`config.mk`:
```
export PLATFORM = sky130hd
export DESIGN_NAME = trap_redirect_ctrl
export DESIGN_NICKNAME = d
export VERILOG_FILES = /design/src/rtl/trap_redirect_ctrl_pkg.sv /design/src/rtl/trap_redirect_ctrl_trap_vec_calc.sv /design/src/rtl/trap_redirect_ctrl.sv
export SDC_FILE = /design/constraint.sdc
export NUM_CORES = 1
export LEC_CHECK = 0
export CAP_MARGIN = 40
export CORE_AREA = 3 3 135 137
export DETAILED_ROUTE_END_ITERATION = 12
export DIE_AREA = 0 0 138 140
export SETUP_SLACK_MARGIN = 0.1
export SLEW_MARGIN = 20
export SYNTH_ARGS = -nofsm -noshare
export SYNTH_HDL_FRONTEND = slang
export SYNTH_SLANG_ARGS = --single-unit
```
`constraint.sdc`:
```
create_clock -name clk -period 2.6 [get_ports clk]
set_input_delay 0.26 -clock clk [delete_from_list [all_inputs] [get_ports clk]]
set_output_delay 0.26 -clock clk [all_outputs]
set_load 0.01 [all_outputs]
```
`src/rtl/trap_redirect_ctrl_pkg.sv`:
```
// -----------------------------------------------------------------------------
// trap_redirect_ctrl_pkg
// Shared definitions for the commit-event redirect sequencer:
//   - state_e : sequencer states (IDLE, FLUSH, DRAIN, REDIRECT)
//   - kind_e  : redirect kind reported to fetch (0 miss, 1 trap, 2 ret)
//   - TVEC_MODE_* : trap-vector CSR mode field encodings
// -----------------------------------------------------------------------------
package trap_redirect_ctrl_pkg;

    typedef enum logic [1:0] {
        ST_IDLE     = 2'd0,
        ST_FLUSH    = 2'd1,
        ST_DRAIN    = 2'd2,
        ST_REDIRECT = 2'd3
    } state_e;

    typedef enum logic [1:0] {
        KIND_MISS = 2'd0,
        KIND_TRAP = 2'd1,
        KIND_RET  = 2'd2
    } kind_e;

    // Only vectored mode changes the target; modes 2/3 fall back to direct.
    localparam logic [1:0] TVEC_MODE_DIRECT   = 2'd0;
    localparam logic [1:0] TVEC_MODE_VECTORED = 2'd1;

endpackage : trap_redirect_ctrl_pkg

```
`src/rtl/trap_redirect_ctrl_trap_vec_calc.sv`:
```
// -----------------------------------------------------------------------------
// trap_vec_calc
// Combinational arbitration of commit-stage control events and computation of
// the redirect target.
//   trap_i / mret_i / sret_i / miss_i : event strobes (priority in that order)
//   trap_is_interrupt_i, trap_to_s_i, ecause_i : trap qualifiers
//   mtvec_i / stvec_i   : trap vector CSRs
//   mepc_i / sepc_i     : return targets
//   miss_pc_i           : corrected fetch target for a mispredict
//   event_o             : at least one strobe present
//   target_o / kind_o   : target and kind of the winning event
// -----------------------------------------------------------------------------
module trap_vec_calc
    import trap_redirect_ctrl_pkg::*;
#(
    parameter int PC_WIDTH              = 39,
    parameter int XLEN                  = 64,
    parameter int EXCEPTION_CAUSE_WIDTH = 4
) (
    input  logic                             trap_i,
    input  logic                             trap_is_interrupt_i,
    input  logic                             trap_to_s_i,
    input  logic [EXCEPTION_CAUSE_WIDTH-1:0] ecause_i,
    input  logic [XLEN-1:0]                  mtvec_i,
    input  logic [XLEN-1:0]                  stvec_i,
    input  logic                             mret_i,
    input  logic                             sret_i,
    input  logic [XLEN-1:0]                  mepc_i,
    input  logic [XLEN-1:0]                  sepc_i,
    input  logic                             miss_i,
    input  logic [PC_WIDTH-1:0]              miss_pc_i,
    output logic                             event_o,
    output logic [PC_WIDTH-1:0]              target_o,
    output kind_e                            kind_o
);

    logic [XLEN-1:0]     tvec_s;
    logic [PC_WIDTH-1:0] vec_base_s;
    logic [PC_WIDTH-1:0] vec_off_s;
    logic [PC_WIDTH-1:0] trap_target_s;
    logic                unused_s;

    assign tvec_s     = trap_to_s_i ? stvec_i : mtvec_i;
    assign vec_base_s = {tvec_s[PC_WIDTH-1:2], 2'b00};
    // Vector offset is cause*4; the sum below wraps modulo 2^PC_WIDTH.
    assign vec_off_s  = {{(PC_WIDTH-EXCEPTION_CAUSE_WIDTH-2){1'b0}}, ecause_i, 2'b00};
    assign event_o    = trap_i | mret_i | sret_i | miss_i;

    // CSR bits above the PC width and epc alignment bits play no part in the target.
    assign unused_s = ^{tvec_s[XLEN-1:PC_WIDTH], mepc_i[XLEN-1:PC_WIDTH], mepc_i[1:0],
                        sepc_i[XLEN-1:PC_WIDTH], sepc_i[1:0]};

    // Trap target: vectored interrupts add the cause offset, everything else is direct.
    always_comb begin
        trap_target_s = vec_base_s;
        if ((tvec_s[1:0] == TVEC_MODE_VECTORED) && trap_is_interrupt_i) begin
            trap_target_s = vec_base_s + vec_off_s;
        end else begin
            trap_target_s = vec_base_s;
        end
    end

    // Fixed-priority pick of the winning event: trap > mret > sret > mispredict.
    always_comb begin
        target_o = {PC_WIDTH{1'b0}};
        kind_o   = KIND_MISS;
        if (trap_i) begin
            target_o = trap_target_s;
            kind_o   = KIND_TRAP;
        end else if (mret_i) begin
            target_o = {mepc_i[PC_WIDTH-1:2], 2'b00};
            kind_o   = KIND_RET;
        end else if (sret_i) begin
            target_o = {sepc_i[PC_WIDTH-1:2], 2'b00};
            kind_o   = KIND_RET;
        end else if (miss_i) begin
            target_o = miss_pc_i;
            kind_o   = KIND_MISS;
        end else begin
            target_o = {PC_WIDTH{1'b0}};
            kind_o   = KIND_MISS;
        end
    end

endmodule : trap_vec_calc

```
`src/rtl/trap_redirect_ctrl.sv`:
```
// -----------------------------------------------------------------------------
// trap_redirect_ctrl
// Sequences the front-end redirect after a commit-stage control event:
// one-cycle flush, optional wait for back-end drain (traps/returns only),
// then a redirect PC offered to fetch under valid/ready.
//   clk, rstn                       : clock, async active-low reset
//   global_trap_i, trap_is_interrupt_i, trap_to_s_i, csr_ecause_i : trap event
//   csr_mtvec_i, csr_stvec_i        : trap vectors
//   global_mret_i, global_sret_i, csr_mepc_i, csr_sepc_i : return events
//   global_predict_miss_i, predict_miss_pc_i : mispredict event
//   pipe_drained_i                  : back-end idle
//   flush_o                         : one-cycle pipeline kill
//   redirect_valid_o/_pc_o/_kind_o  : redirect offer to fetch
//   redirect_ready_i                : fetch accepts redirect
//   busy_o                          : blocks ROB commit while sequencing
// -----------------------------------------------------------------------------
module trap_redirect_ctrl
    import trap_redirect_ctrl_pkg::*;
#(
    parameter int PC_WIDTH              = 39,
    parameter int XLEN                  = 64,
    parameter int EXCEPTION_CAUSE_WIDTH = 4
) (
    input  logic                             clk,
    input  logic                             rstn,
    input  logic                             global_trap_i,
    input  logic                             trap_is_interrupt_i,
    input  logic                             trap_to_s_i,
    input  logic [EXCEPTION_CAUSE_WIDTH-1:0] csr_ecause_i,
    input  logic [XLEN-1:0]                  csr_mtvec_i,
    input  logic [XLEN-1:0]                  csr_stvec_i,
    input  logic                             global_mret_i,
    input  logic                             global_sret_i,
    input  logic [XLEN-1:0]                  csr_mepc_i,
    input  logic [XLEN-1:0]                  csr_sepc_i,
    input  logic                             global_predict_miss_i,
    input  logic [PC_WIDTH-1:0]              predict_miss_pc_i,
    input  logic                             pipe_drained_i,
    output logic                             flush_o,
    output logic                             redirect_valid_o,
    output logic [PC_WIDTH-1:0]              redirect_pc_o,
    input  logic                             redirect_ready_i,
    output logic [1:0]                       redirect_kind_o,
    output logic                             busy_o
);

    state_e              state_q, state_d;
    logic [PC_WIDTH-1:0] target_q, target_d;
    kind_e               kind_q, kind_d;
    logic                flush_q, valid_q, busy_q;

    logic                evt_s;
    logic [PC_WIDTH-1:0] calc_target_s;
    kind_e               calc_kind_s;

    trap_vec_calc #(
        .PC_WIDTH              (PC_WIDTH),
        .XLEN                  (XLEN),
        .EXCEPTION_CAUSE_WIDTH (EXCEPTION_CAUSE_WIDTH)
    ) u_trap_vec_calc (
        .trap_i              (global_trap_i),
        .trap_is_interrupt_i (trap_is_interrupt_i),
        .trap_to_s_i         (trap_to_s_i),
        .ecause_i            (csr_ecause_i),
        .mtvec_i             (csr_mtvec_i),
        .stvec_i             (csr_stvec_i),
        .mret_i              (global_mret_i),
        .sret_i              (global_sret_i),
        .mepc_i              (csr_mepc_i),
        .sepc_i              (csr_sepc_i),
        .miss_i              (global_predict_miss_i),
        .miss_pc_i           (predict_miss_pc_i),
        .event_o             (evt_s),
        .target_o            (calc_target_s),
        .kind_o              (calc_kind_s)
    );

    // Next-state logic; strobes are only looked at in IDLE since commit is blocked otherwise.
    always_comb begin
        state_d  = state_q;
        target_d = target_q;
        kind_d   = kind_q;
        case (state_q)
            ST_IDLE: begin
                if (evt_s) begin
                    state_d  = ST_FLUSH;
                    target_d = calc_target_s;
                    kind_d   = calc_kind_s;
                end else begin
                    state_d = ST_IDLE;
                end
            end
            ST_FLUSH: begin
                // Mispredicts need no drain: the younger work is simply killed.
                if (kind_q == KIND_MISS) begin
                    state_d = ST_REDIRECT;
                end else begin
                    state_d = ST_DRAIN;
                end
            end
            ST_DRAIN: begin
                if (pipe_drained_i) begin
                    state_d = ST_REDIRECT;
                end else begin
                    state_d = ST_DRAIN;
                end
            end
            ST_REDIRECT: begin
                if (redirect_ready_i) begin
                    state_d = ST_IDLE;
                end else begin
                    state_d = ST_REDIRECT;
                end
            end
            default: begin
                state_d = ST_IDLE;
            end
        endcase
    end

    // State, latched target/kind and output flops (outputs decoded from next state).
    always_ff @(posedge clk or negedge rstn) begin
        if (!rstn) begin
            state_q  <= ST_IDLE;
            target_q <= {PC_WIDTH{1'b0}};
            kind_q   <= KIND_MISS;
            flush_q  <= 1'b0;
            valid_q  <= 1'b0;
            busy_q   <= 1'b0;
        end else begin
            state_q  <= state_d;
            target_q <= target_d;
            kind_q   <= kind_d;
            flush_q  <= (state_d == ST_FLUSH);
            valid_q  <= (state_d == ST_REDIRECT);
            busy_q   <= (state_d != ST_IDLE);
        end
    end

    assign flush_o          = flush_q;
    assign redirect_valid_o = valid_q;
    assign busy_o           = busy_q;
    assign redirect_pc_o    = target_q;
    assign redirect_kind_o  = kind_q;

endmodule : trap_redirect_ctrl

```
==> run metrics <==
status=finished clean; mux share of post-synthesis cell area=8.44%; min cycle time layout=about 2.5 ns; Slew Viols, Final=0; max-cap check violation count=0; final wirelength=18.0 mm; gp weighted congestion=0.921; initial antenna violation count=0; share of layout cells above drive strength 1=14.2%; Seq cells post-synth=46; Seq pwr share=29.2%; type of origin of the critical path=input pin; Mapped Area=0.00427 mm^2; asr flop ratio synth=100%; antenna cells=0; mean post-synth cell area=8.29 um^2; Final Hold Fails=0; Remaining Overflow, GRT=0; boundary pin count=approximately 350; main combinational cell family by area after synthesis=compound AO/OA/AOI/OAI gates; combinational power share=53.1%; Routed Antenna Nets=0; pwr/cell area=around 540 mW/mm^2; P&R area growth vs syn=79.1%; Die X=between 100 and 150 um; Fmax=401 MHz; Iter 0 DRT Violations=about 250; Most used DFF post-synth=dfrtp_1; CTS clk-pin slew, worst paths=0.06 ns; finished layout cell area=0.00765 mm^2; P_sw=1410 uW; clock root buffer=clkbuf_16; Rows=48; Post-Synth Adder-Cell Area=roughly 1.6%; setup_tns=0 ns; Worst Setup Path Type=in -> reg; Slew headroom=49.4%; NumNets Final=1,102; post-synthesis compound-gate area fraction=30.5%; Reg2Reg Setup Slack=1.00 ns; Synth Net Count=829; CTS H-tree depth=2; DRC viols=0; Via Count=5,096; Place WS=-0.332 ns; Num CTS Buffers=5; EDFF count, synth=0; Switching Fraction=roughly a third; Total Routing Usage GR=17.9%; Synth area leader=dfrtp_1; Mapped Cells=515; period utilisation layout=between 90 and 100%; Avg WL per Cell=17.7 um; most common cell in the netlist=o21ai_0; clock network power share=~18%; Post-Synth XOR/XNOR Area=5.95%; Worst-Margin Slew=approximately 0.74 ns; Vias/cell=5.03; Final Worst Setup Slack=around 0.11 ns; final clock skew=0.00581 ns; WP data arrival=between 2 and 3 ns; vias in the first global route=5,203; Hold Path Class=in -> async; Leak=approximately 0.0031 uW; initial core utilization=24.9%; final setup vio count=0; Skew-Pair Late Insertion Delay=roughly 0.28 ns; Post-synth top cells=o21ai_0, a22oi_1, nand2_1; Cell Area, Placed=about 0.0074 mm^2; DP HPWL=about 15 mm; Max Buffers Root-to-Sink=2; internal power=2730 uW; Synth top area share=26.9%; CTS tree=yes; CP Max Fanout=4; largest cells by area after synthesis=dfrtp_1, a22oi_1, o21ai_0; first-pass GRT wire length=roughly 28 mm; crit end category=flop; Peak VDD IR=0.000247 V; largest net degree at the start of global routing=76; router iterations before antenna repair=5; sinks on the clock net=46; Die ar.=0.0193 mm^2; Seq/Total Area, Yosys=between 20 and 30%; PortBufs=around 250; Post-Synth Simple-Gate Area=about 22%; synth warn=0; die height=140 um; unrepaired setup endpoints after global routing=yes; core area=0.0172 mm^2; worst endpoint required time=2.77 ns; library cells used by synthesis=69
## power groups by stage
stage                     sequential [uW]  clock, uW  combinational [uW]
after floorplan                      1350          0                 786
after global placement               1210          0                2170
after detailed placement             1230          0                2200
after CTS                            1210        752                2210
after global routing                 1250        782                2380
final                                1210        729                2200
## layer usage
layer | vias to the layer above | routed length, um | track usage, %
li1 | 2497 | - | -
met1 | 2360 | 8210 | 24.2
met2 | 216 | 8310 | 29.5
met3 | 23 | 1140 | 3.48
met4 | 0 | 325 | 4.37
met5 | - | 0 | 0
## kinds of logic after synthesis
group	Yosys count
muxes	35
DFF	46
AOI/OAI and AO/OA	196
adders and majority gates	5
buffers and inverters	46
xor gates and xnor gates	29
and+or+nand+nor	158
## worst paths after layout
kind	cells after the start	startpoint	to
min reg2reg	2	redirect_pc_o[9]	redirect_pc_o[9]
min in group clk	2	redirect_pc_o[9]	redirect_pc_o[9]
min	2	rstn	redirect_pc_o[1]
max reg2reg	7	state_q[1]	redirect_pc_o[36]
max in group asynchronous	3	rstn	redirect_pc_o[26]
max	10	csr_stvec_i[5]	redirect_pc_o[31]
## layout by cell type, fill, tap and decap left out, types with 8 or more instances in the layout
| cell type | count |
|---|---|
| clkdlybuf4s50_1 | 242 |
| o21ai_0 | 59 |
| a22oi_1 | 57 |
| nand2_1 | 56 |
| buf_4 | 50 |
| dfrtp_1 | 46 |
| mux2i_1 | 26 |
| a21oi_1 | 24 |
| xor2_1 | 18 |
| o21ai_1 | 16 |
| nor2_1 | 14 |
| nor2b_1 | 12 |
| nand3_1 | 12 |
| nor3_1 | 9 |
| inv_1 | 8 |
| xnor2_1 | 8 |
## critical path, stage by stage
cell	delay, ns
clkdlybuf4s50_1	0.40
mux2_2	0.28
ha_1	0.32
o21ai_0	0.12
nor2_2	0.21
o211ai_1	0.20
buf_4	0.18
or4_1	0.50
nand3_1	0.12
a21oi_1	0.07
## metrics by stage
stage	power (uW)	utilization [%]	cells	hold slack (ns)
after floorplan	2130	-	515	-0.0356
after global placement	3380	42.8	1001	0.464
after detailed placement	3430	42.9	1002	0.265
after CTS	4180	44.1	1010	0.486
after global routing	4410	44.6	1013	0.506
final	4140	44.6	1013	0.478
## layout make-up
| class | count | area, um^2 |
|---|---|---|
| fillers | 1688 | 9520 |
| multi-input cells | 423 | 3100 |
| repair buffers | 303 | 2920 |
| flip-flops and latches | 46 | 1150 |
| well taps | 225 | 282 |
| clock buffers | 6 | 139 |
| inverters | 9 | 33.8 |
| clock inverters | 1 | 30.0 |
## flip-flops by register name, indices dropped and copies added, names as in the netlist
register / cells
busy_o: 1
flush_o: 1
redirect_kind_o: 2
redirect_pc_o: 39
redirect_valid_o: 1
state_q: 2
## what timing repair did
| action | 4_1_cts | 5_1_grt |
|---|---|---|
| pin swaps | 12 | 5 |
| resized for setup | 9 | 9 |
| setup buffers | 0 | 3 |
| endpoints found under the setup margin | 8 | 13 |
| hold buffers | 1 | 0 |
| endpoints found under the hold margin | 20 | 0 |
No activity file was read; power rests on OpenSTA's default activity.
